$ cat config.mk
export PLATFORM = sky130hd
export DESIGN_NAME = cv32e40p_ex_wb_pipeline
export DESIGN_NICKNAME = d
export VERILOG_FILES = /design/src/rtl/cv32e40p_ex_wb_pipeline.sv
export SDC_FILE = /design/constraint.sdc
export NUM_CORES = 1
export LEC_CHECK = 0
export BUFFER_PORTS_ARGS = -buffer_cell sky130_fd_sc_hd__buf_2
export CAP_MARGIN = 20
export CORE_MARGIN = 1
export CORE_UTILIZATION = 23
export DETAILED_ROUTE_END_ITERATION = 8
export SLEW_MARGIN = 40
export SYNTH_ARGS = -nofsm -noshare
export SYNTH_HDL_FRONTEND = slang
export SYNTH_SLANG_ARGS = --single-unit
$ cat constraint.sdc
create_clock -name clk -period 2.1 [get_ports clk]
set_input_delay 0.21 -clock clk [delete_from_list [all_inputs] [get_ports clk]]
set_output_delay 0.21 -clock clk [all_outputs]
set_load 0.02 [all_outputs]
$ cat src/rtl/cv32e40p_ex_wb_pipeline.sv
// ============================================================================
// cv32e40p_ex_wb_pipeline
//
// Tracks loads issued by EX to the LSU and writes their responses back to
// the register file. A 2-entry in-order tracker holds {we, waddr} for each
// outstanding load. Responses pop the oldest entry. One cycle after the pop,
// a single-cycle write pulse carries the response data.
//
// Optional feature (macro FT_WB_PARITY_EN):
//   Each entry also stores an even-parity bit over {we, waddr}. The bit is
//   computed at push and checked at pop. On a mismatch, parity_err_o pulses
//   in the write slot and the write is suppressed. When the macro is not
//   defined, no parity bit is stored and parity_err_o is tied to 0.
//
// Ports:
//   clk                      in   gated core clock
//   rst_n                    in   asynchronous active-low reset
//   data_req_ex_i            in   EX issues an LSU request
//   data_gnt_i               in   LSU grant (accept = req && gnt)
//   data_we_ex_i             in   request is a store (no writeback)
//   regfile_we_ex_i          in   load targets the register file
//   regfile_waddr_ex_i[5:0]  in   load destination address
//   data_misaligned_first_i  in   accepted request is first half of a pair
//   lsu_rvalid_i             in   LSU response valid
//   lsu_rdata_i[31:0]        in   LSU response data (aligned, extended)
//   ex_ready_o               out  EX may issue a new LSU request
//   regfile_we_wb_o          out  WB write enable (one-cycle pulse)
//   regfile_waddr_wb_o[5:0]  out  WB write address
//   regfile_wdata_wb_o[31:0] out  WB write data
//   outstanding_o[1:0]       out  number of outstanding loads (0..2)
//   parity_err_o             out  registered parity mismatch flag
// ============================================================================
//
// state | meaning
// ------+---------------------------------------------
// EMPTY | no loads outstanding
// ONE   | one load outstanding
// FULL  | two loads outstanding; new loads only if a response pops this cycle

module cv32e40p_ex_wb_pipeline (
    input  logic        clk,
    input  logic        rst_n,
    input  logic        data_req_ex_i,
    input  logic        data_gnt_i,
    input  logic        data_we_ex_i,
    input  logic        regfile_we_ex_i,
    input  logic [5:0]  regfile_waddr_ex_i,
    input  logic        data_misaligned_first_i,
    input  logic        lsu_rvalid_i,
    input  logic [31:0] lsu_rdata_i,
    output logic        ex_ready_o,
    output logic        regfile_we_wb_o,
    output logic [5:0]  regfile_waddr_wb_o,
    output logic [31:0] regfile_wdata_wb_o,
    output logic [1:0]  outstanding_o,
    output logic        parity_err_o
);

    // State encoding equals the outstanding-load count.
    localparam logic [1:0] EMPTY = 2'd0;
    localparam logic [1:0] ONE   = 2'd1;
    localparam logic [1:0] FULL  = 2'd2;

    logic [1:0] state_q, state_d;
    logic       wptr_q, rptr_q;
    logic [6:0] entry_q [2];   // {we, waddr}

    logic       accept;
    logic       push, pop;
    logic [6:0] push_entry;
    logic [6:0] pop_entry;
    logic       pop_err;

    assign accept     = data_req_ex_i && data_gnt_i;
    // The first half of a misaligned load returns partial data, so its entry
    // is tracked but never written back.
    assign push_entry = {regfile_we_ex_i && !data_misaligned_first_i, regfile_waddr_ex_i};

    // Overflow guard: in FULL, a grant can push only when a response frees a
    // slot in the same cycle.
    assign push = accept && !data_we_ex_i && ((state_q != FULL) || lsu_rvalid_i);
    // A response that arrives with nothing tracked is dropped.
    assign pop  = lsu_rvalid_i && (state_q != EMPTY);

    assign pop_entry  = entry_q[rptr_q];
    assign ex_ready_o = (state_q != FULL) || lsu_rvalid_i;
    assign outstanding_o = state_q;

    always_comb begin
        state_d = state_q;
        case (state_q)
            EMPTY: if (push) state_d = ONE;
            ONE: begin
                if (push && !pop)      state_d = FULL;
                else if (pop && !push) state_d = EMPTY;
            end
            FULL:    if (pop && !push) state_d = ONE;
            default: state_d = EMPTY;
        endcase
    end

    // In FULL with push and pop together, both pointers address the same
    // slot. The pop reads the old contents before the push overwrites them.
    always_ff @(posedge clk or negedge rst_n) begin
        if (!rst_n) begin
            state_q <= EMPTY;
            wptr_q  <= 1'b0;
            rptr_q  <= 1'b0;
            for (int i = 0; i < 2; i++) entry_q[i] <= '0;
        end else begin
            state_q <= state_d;
            if (push) begin
                entry_q[wptr_q] <= push_entry;
                wptr_q          <= ~wptr_q;
            end
            if (pop) rptr_q <= ~rptr_q;
        end
    end

`ifdef FT_WB_PARITY_EN
    logic par_q [2];

    always_ff @(posedge clk or negedge rst_n) begin
        if (!rst_n) begin
            for (int i = 0; i < 2; i++) par_q[i] <= 1'b0;
        end else if (push) begin
            par_q[wptr_q] <= ^push_entry;
        end
    end

    assign pop_err = pop && (par_q[rptr_q] != ^pop_entry);
`else
    assign pop_err = 1'b0;
`endif

    // Address and data load only on a real write. A pop of an entry with
    // we=0 leaves the previous values visible.
    always_ff @(posedge clk or negedge rst_n) begin
        if (!rst_n) begin
            regfile_we_wb_o    <= 1'b0;
            regfile_waddr_wb_o <= '0;
            regfile_wdata_wb_o <= '0;
            parity_err_o       <= 1'b0;
        end else begin
            regfile_we_wb_o <= pop && pop_entry[6] && !pop_err;
            parity_err_o    <= pop_err;
            if (pop && pop_entry[6] && !pop_err) begin
                regfile_waddr_wb_o <= pop_entry[5:0];
                regfile_wdata_wb_o <= lsu_rdata_i;
            end
        end
    end

endmodule
==> results of run 1 <==
==> kinds of logic after synthesis <==
logic type	share of synthesized area
AO/OA/AOI/OAI	0.007954
multiplexers	0.2996
XOR/XNOR	0.007424
buffers and inverters	0.02651
AND/OR/NAND/NOR	0.04189
other	0.001589
adder cells (fa/ha/maj)	0.01060
flip-flops	0.6045
==> path summary, 6_finish.rpt <==
path                                   startpoint                     end  slack (ps)  depth (start not counted)
max in group asynchronous                   rst_n  regfile_wdata_wb_o[13]        1050                          3
hold / removal                    lsu_rdata_i[12]  regfile_wdata_wb_o[12]         110                          2
hold reg to reg            regfile_wdata_wb_o[12]  regfile_wdata_wb_o[12]         500                          1
setup reg to reg                 outstanding_o[1]        outstanding_o[1]         410                          5
setup / recovery                 outstanding_o[1]        outstanding_o[1]         410                          5
min in group asynchronous                   rst_n              entry_q[1]         450                          2
==> area by class of cell <==
cell class | instances | area [sq um] | area share
Clock buffer | 11 | 141.4 | 0.04468
Clock inverter | 5 | 55.05 | 0.01740
Inverter | 3 | 11.26 | 0.003559
Multi-Input combinational cell | 79 | 875.8 | 0.2768
Sequential cell | 57 | 1426 | 0.4508
Tap cell | 133 | 166.4 | 0.05259
Timing Repair Buffer | 92 | 488.0 | 0.1542
==> synth_stat cells (all sizes together) (2+ instances only) <==
| cell | count |
|---|---|
| buf | 6 |
| dfrtp | 57 |
| ha | 2 |
| inv | 3 |
| mux2 | 58 |
| mux2i | 2 |
| o21ai | 3 |
==> worst reg2reg max path: cells and delay by family, from the launching register on <==
kind	cells	cell delay, ps
AOI/OAI and AO/OA	1	80
adders and majority gates	1	320
DFF	1	460
and+or+nand+nor	3	760
==> routing by layer <==
layer  vias to the layer above  GRT usage
li1                        703          -
met2                        50     0.1472
met1                       747     0.1110
met4                         0    0.05850
met3                         8    0.03763
met5                         -          0
==> power groups by stage <==
stage          clock (mW)  combinational [mW]  sequential (mW)
2_1_floorplan           0               0.819             2.33
3_3_place_gp            0                1.80             1.89
3_5_place_dp            0                1.83             1.91
4_1_cts              1.07                1.83             1.90
5_1_grt              1.12                1.95             1.96
6_report             1.03                1.80             1.88
==> registers in the layout, summed over array words and instances, names as in the netlist <==
register / flops
rptr_q: 1
entry_q: 14
regfile_wdata_wb_o: 32
outstanding_o: 2
regfile_waddr_wb_o: 6
wptr_q: 1
regfile_we_wb_o: 1
==> per-stage QoR <==
step | hold WS [ps] | instances | instance area (sq um) | utilization
floorplan | -85.59 | 145 | 2360 | -
finish | 105.1 | 380 | 3164 | 0.3208
global placement | 273.8 | 363 | 2958 | 0.2998
global route | 75.40 | 380 | 3164 | 0.3208
CTS | 78.89 | 380 | 3164 | 0.3208
detailed placement | 274.2 | 363 | 2958 | 0.2998
==> results.yml, run 1 <==
pwr:
  p_total_mw: 4.710
  clockPowerShare: 0.218
  switching_power_mw: 1.621
  pwr-share-comb: 0.382
  p_sw_frac: 0.3441
  p_per_area_mw_per_mm2: 1489
  ir_drop_v: 0.0004849
  seqPwrFrac: 0.400
  p_int_mw: 3.089
  leakage_nw: 1.529
global_route:
  grt_first_pass_wirelength_microns: 7341
  grt-ovfl-total: 0
  antenna_found_initial: 0
  gr-usage-all-layers: 0.09515
  grt_pass1_vias: 1523
  grt_max_degree: 33
setup_path:
  critPathArrivalTime_ps: 1950
  path_cells: "nor3b_2 > nor3_1 > ha_1 > nand4bb_1 > o21ai_0"
  crit_type: "reg2reg"
  worst-path-buf-inv: 0
  cp_data_required_time_ps: 2350
  cp_slowest_cell: "dfrtp_1"
  crit_path_max_fanout: 7
  critPathLaunchType: "register"
  slowest_delay_ps: 460
  critical_path.top_delay_family: "simple AND/OR/NAND/NOR gates"
  crit_path_end_kind: "register"
sta:
  worst_slew_pin_slew_ps: 645.7
  fin_skew_ps: 5.535
  setup_violations: 0
  min_period_over_period: 0.8055
  period_needed_ps: 1692
  final_hold_viol_count: 0
  rsz0062_at_grt: "false"
  max-slew-margin-rel: 0.5695
  max_freq_mhz: 591.2
  setup_ws_ps: 408.4
  drv_slew: 0
  final.setup.tns_ps: 0
final_layout:
  final_nets: 290
  most-common-layout-cells: "87 x buf_2, 57 x dfrtp_1, 49 x mux2_2"
  final_common_cell: "buf_2"
  syn_to_final_growth_pct: 34.09
  drive_gt1_frac: 0.6883
  num_antenna_cells: 0
  n_fill_cell: 1001
clocking:
  ctsHoldBuffers: 1
  cts_buffer_depth: 2
  cts_tree: "done"
  clk_pin_slew_ps: 70
  post-cts-setup-buffers: 0
  cts.sinks: 57
  clockRootBuffer: "clkbuf_8"
  insertion_delay_ps: 330
  ctsResizeCount: 0
  ctsHtreeMaxLevel: 3
  cts_made_buffers: 9
yosys:
  avgSynthCellArea_sq_um: 16.27
  synth_top_area_cell: "dfrtp_1"
  synth-main-ff-cell: "dfrtp_1"
  yosys-top-cells-area: "dfrtp_1 60%, mux2_2 23%, mux2_4 5.7%"
  synth.cell_area_sq_mm: 0.002360
  synth_nets: 193
  async_reset_ff_frac: 1.000
  yosysTopAreaCellShare: 0.6045
  synth_edf_count: 0
  synth-seq-cells: 57
  yosysWarnings: 0
  syn-instance-count: 145
  synth-seq-area-share: 0.6045
  synth.distinct_cells: 26
die:
  die_y_microns: 103.3
  core_area_sq_mm: 0.009864
  start_util: 0.2392
  ios: 89
  rows: 36
  die-width_microns: 103.3
  dieArea_sq_mm: 0.01067
route:
  antenna_left: 0
  wl_met2_microns: 2248
  avgViaCountPerCell: 3.968
  top_layer_used: "met4"
  drt-initial-drc-count: 13
  wl_met3_microns: 286
  drt_pass1_iterations: 3
  drt-total-wl_microns: 4617
  drt-met1-wl_microns: 1992
  wl_per_cell_microns: 12.15
  drc_errors: 0
  vias: 1508
placed_design:
  place_ws_ps: 427.0
  numPortBuffers: 87
  gp_congestion: 0.8265
  place_hpwl_microns: 3332
hold_path:
  hold_path_class: "in2reg"
outcome:
  status: "finished clean"
flow_run:
  cap_violations: 0
(Power assumes the default switching activity.)
==> inputs of run 2 (changes only) <==
--- a/config.mk
+++ b/config.mk
@@ -5,6 +5,7 @@
 export SDC_FILE = /design/constraint.sdc
 export NUM_CORES = 1
 export LEC_CHECK = 0
+export ABC_AREA = 1
 export BUFFER_PORTS_ARGS = -buffer_cell sky130_fd_sc_hd__buf_2
 export CAP_MARGIN = 20
 export CORE_MARGIN = 1
==> constraint.sdc (replaced) <==
create_clock -name clk -period 1.65 [get_ports clk]
set_input_delay 0.165 -clock clk [delete_from_list [all_inputs] [get_ports clk]]
set_output_delay 0.165 -clock clk [all_outputs]
set_load 0.02 [all_outputs]
==> run 2 against run 1 <==
  * Register-to-register slack got worse by 230 ps
  * Largest cell class unchanged
  * Combinational power increased by 20%
  * Total power up 23%
  * Critical path depth decreased by 1
  * Via count rose by 36%
  * Utilization is 0.89 points lower
  * Flip-flop and latch count is the same
  * Synthesized cell count is 87% higher
  * Clock-buffer cell count down 1
==> results.yml, run 2 <==
outcome:
  status: "finished clean"
sta:
  rsz0062_at_grt: "false"
  fin_skew_ps: 9.833
  setup_violations: 0
  drv_slew: 0
  max_freq_mhz: 669.9
  period_needed_ps: 1493
  min_period_over_period: 0.9047
  final.setup.tns_ps: 0
  final_hold_viol_count: 0
global_route:
  grt_max_degree: 58
  gr-usage-all-layers: 0.1040
  grt-ovfl-total: 0
  grt_first_pass_wirelength_microns: 9135
  grt_pass1_vias: 1987
  antenna_found_initial: 0
setup_path:
  crit_path_end_kind: "output pin"
  r2r-end: "outstanding_o[1]"
  crit_start: "outstanding_o[0]"
  crit_type: "reg2out"
  crit_path_max_fanout: 17
  critPathArrivalTime_ps: 1330
  reg2reg_slack_ps: 180
  critPathLaunchType: "register"
  cp_data_required_time_ps: 1480
  r2r_cells: 6
  crit-reg2reg-launch: "outstanding_o[0]"
route:
  drt_pass1_iterations: 3
  drt-initial-drc-count: 69
  drt-total-wl_microns: 5478
  antenna_left: 0
  drc_errors: 0
  avgViaCountPerCell: 4.073
  vias: 2057
  wl_per_cell_microns: 10.85
die:
  ios: 89
  dieArea_sq_mm: 0.01114
  core_area_sq_mm: 0.01037
  die_y_microns: 105.6
  rows: 37
  die-width_microns: 105.6
  start_util: 0.2378
pwr:
  ir_drop_v: 0.0005156
  p_per_area_mw_per_mm2: 1792
  leakage_nw: 1.787
  p_total_mw: 5.796
yosys:
  yosysWarnings: 0
  synth-seq-area-share: 0.5784
  synth.cell_area_sq_mm: 0.002466
  synth.distinct_cells: 24
  syn-instance-count: 271
  synth_top_area_cell: "dfrtp_1"
  yosysTopAreaCellShare: 0.5784
  synth-seq-cells: 57
  synth_most_common_cell: "nand2_1"
  synth_edf_count: 0
  synth-main-ff-cell: "dfrtp_1"
  synth_nets: 319
  synth_common_cells: "132 x nand2_1, 57 x dfrtp_1, 15 x nand4_1"
  yosys-top-cells-area: "dfrtp_1 58%, nand2_1 20%, nand4_1 3.8%"
  avgSynthCellArea_sq_um: 9.100
  async_reset_ff_frac: 1.000
clocking:
  cts_made_buffers: 9
  cts_buffer_depth: 2
  insertion_delay_ps: 330
  ctsHtreeMaxLevel: 3
  ctsResizeCount: 0
  cts.sinks: 57
  cts_tree: "done"
  clockRootBuffer: "clkbuf_8"
  clk_pin_slew_ps: 70
hold_path:
  hold_end: "regfile_wdata_wb_o[13]"
  min-delay-start: "lsu_rdata_i[13]"
  hold_path_class: "in2reg"
  hold_depth: 3
placed_design:
  place_hpwl_microns: 3940
  placed_cells: 488
  numPortBuffers: 87
  gp_congestion: 0.7666
final_layout:
  largest_register_ffs: 32
  final_nets: 412
  num_antenna_cells: 0
  most-common-layout-cells: "132 x nand2_1, 87 x buf_2, 57 x dfrtp_1"
  reg_top3: "regfile_wdata_wb_o (32), entry_q (14), regfile_waddr_wb_o (6)"
  final_common_cell: "nand2_1"
  regMostFlops: "regfile_wdata_wb_o"
  drive_gt1_frac: 0.3550
  syn_to_final_growth_pct: 31.15
  n_fill_cell: 1120
  instances_no_fill: 505
flow_run:
  cap_violations: 0
run 2: critical path, stage by stage, from the launching register on:
cell and delay, ps:
dfrtp_1 440, inv_1 100, nand3_2 80, buf_4 200
buf_2 190
run 2: power by group:
part | switching (mW) | total [mW] | internal, mW
sequential | 0.335 | 2.32 | 1.99
combinational | 1.39 | 2.16 | 0.773
clock | 0.575 | 1.31 | 0.737
run 2: through the flow:
stage | setup WS (ps) | cell area, sq um | hold WS (ps) | utilization
final | 157.3 | 3234 | 28.50 | 0.3119
after floorplan | 163.6 | 2466 | -130.6 | -
after global routing | 37.96 | 3234 | 18.84 | 0.3119
after global placement | 257.9 | 3019 | 191.7 | 0.2911
after CTS | 116.3 | 3234 | 0.1388 | 0.3119
after detailed placement | 180.0 | 3019 | 200.0 | 0.2911
run 2: worst max-delay path by stage:
stage	end	slack, ps	cells past startpoint
2_1_floorplan	outstanding_o[1]	160	8
3_3_place_gp	outstanding_o[1]	260	6
3_5_place_dp	outstanding_o[1]	180	8
4_1_cts	ex_ready_o	120	4
5_1_grt	ex_ready_o	40	4
6_report	ex_ready_o	160	4
run 2: cell families (layout without fill, tap and decap cells):
group | Yosys count | count (layout) | share of synthesized area
compound gates | 13 | 13 | 0.02638
xor+xnor | 1 | 1 | 0.003552
fa+ha+maj | 2 | 2 | 0.01015
buf+inv | 23 | 121 | 0.06342
flops | 57 | 57 | 0.5784
other cells | 1 | 1 | 0.001521
simple gates | 174 | 174 | 0.3166
run 2: layout make-up:
| cell class | instances | area [sq um] | area share |
|---|---|---|---|
| Multi-Input combinational cell | 191 | 883.3 | 0.2731 |
| Clock inverter | 6 | 67.56 | 0.02089 |
| Sequential cell | 57 | 1426 | 0.4410 |
| Clock buffer | 10 | 137.6 | 0.04255 |
| Timing Repair Buffer | 94 | 503.0 | 0.1555 |
| Tap cell | 136 | 170.2 | 0.05261 |
| Inverter | 11 | 46.29 | 0.01431 |
run 2: timing repair:
| item | in CTS | in global routing |
|---|---|---|
| setup buffers | 0 | 0 |
| hold endpoints to repair | 57 | 0 |
| hold buffers | 1 | 0 |
| setup endpoints to repair | 0 | 0 |
run 2: per-layer routing:
metal,part of all wire,up-vias,global-route usage
met5,0,-,0
met4,0.018,0,0.04762
met3,0.061,12,0.03216
met2,0.46,63,0.1659
met1,0.46,944,0.1286
li1,-,1038,-
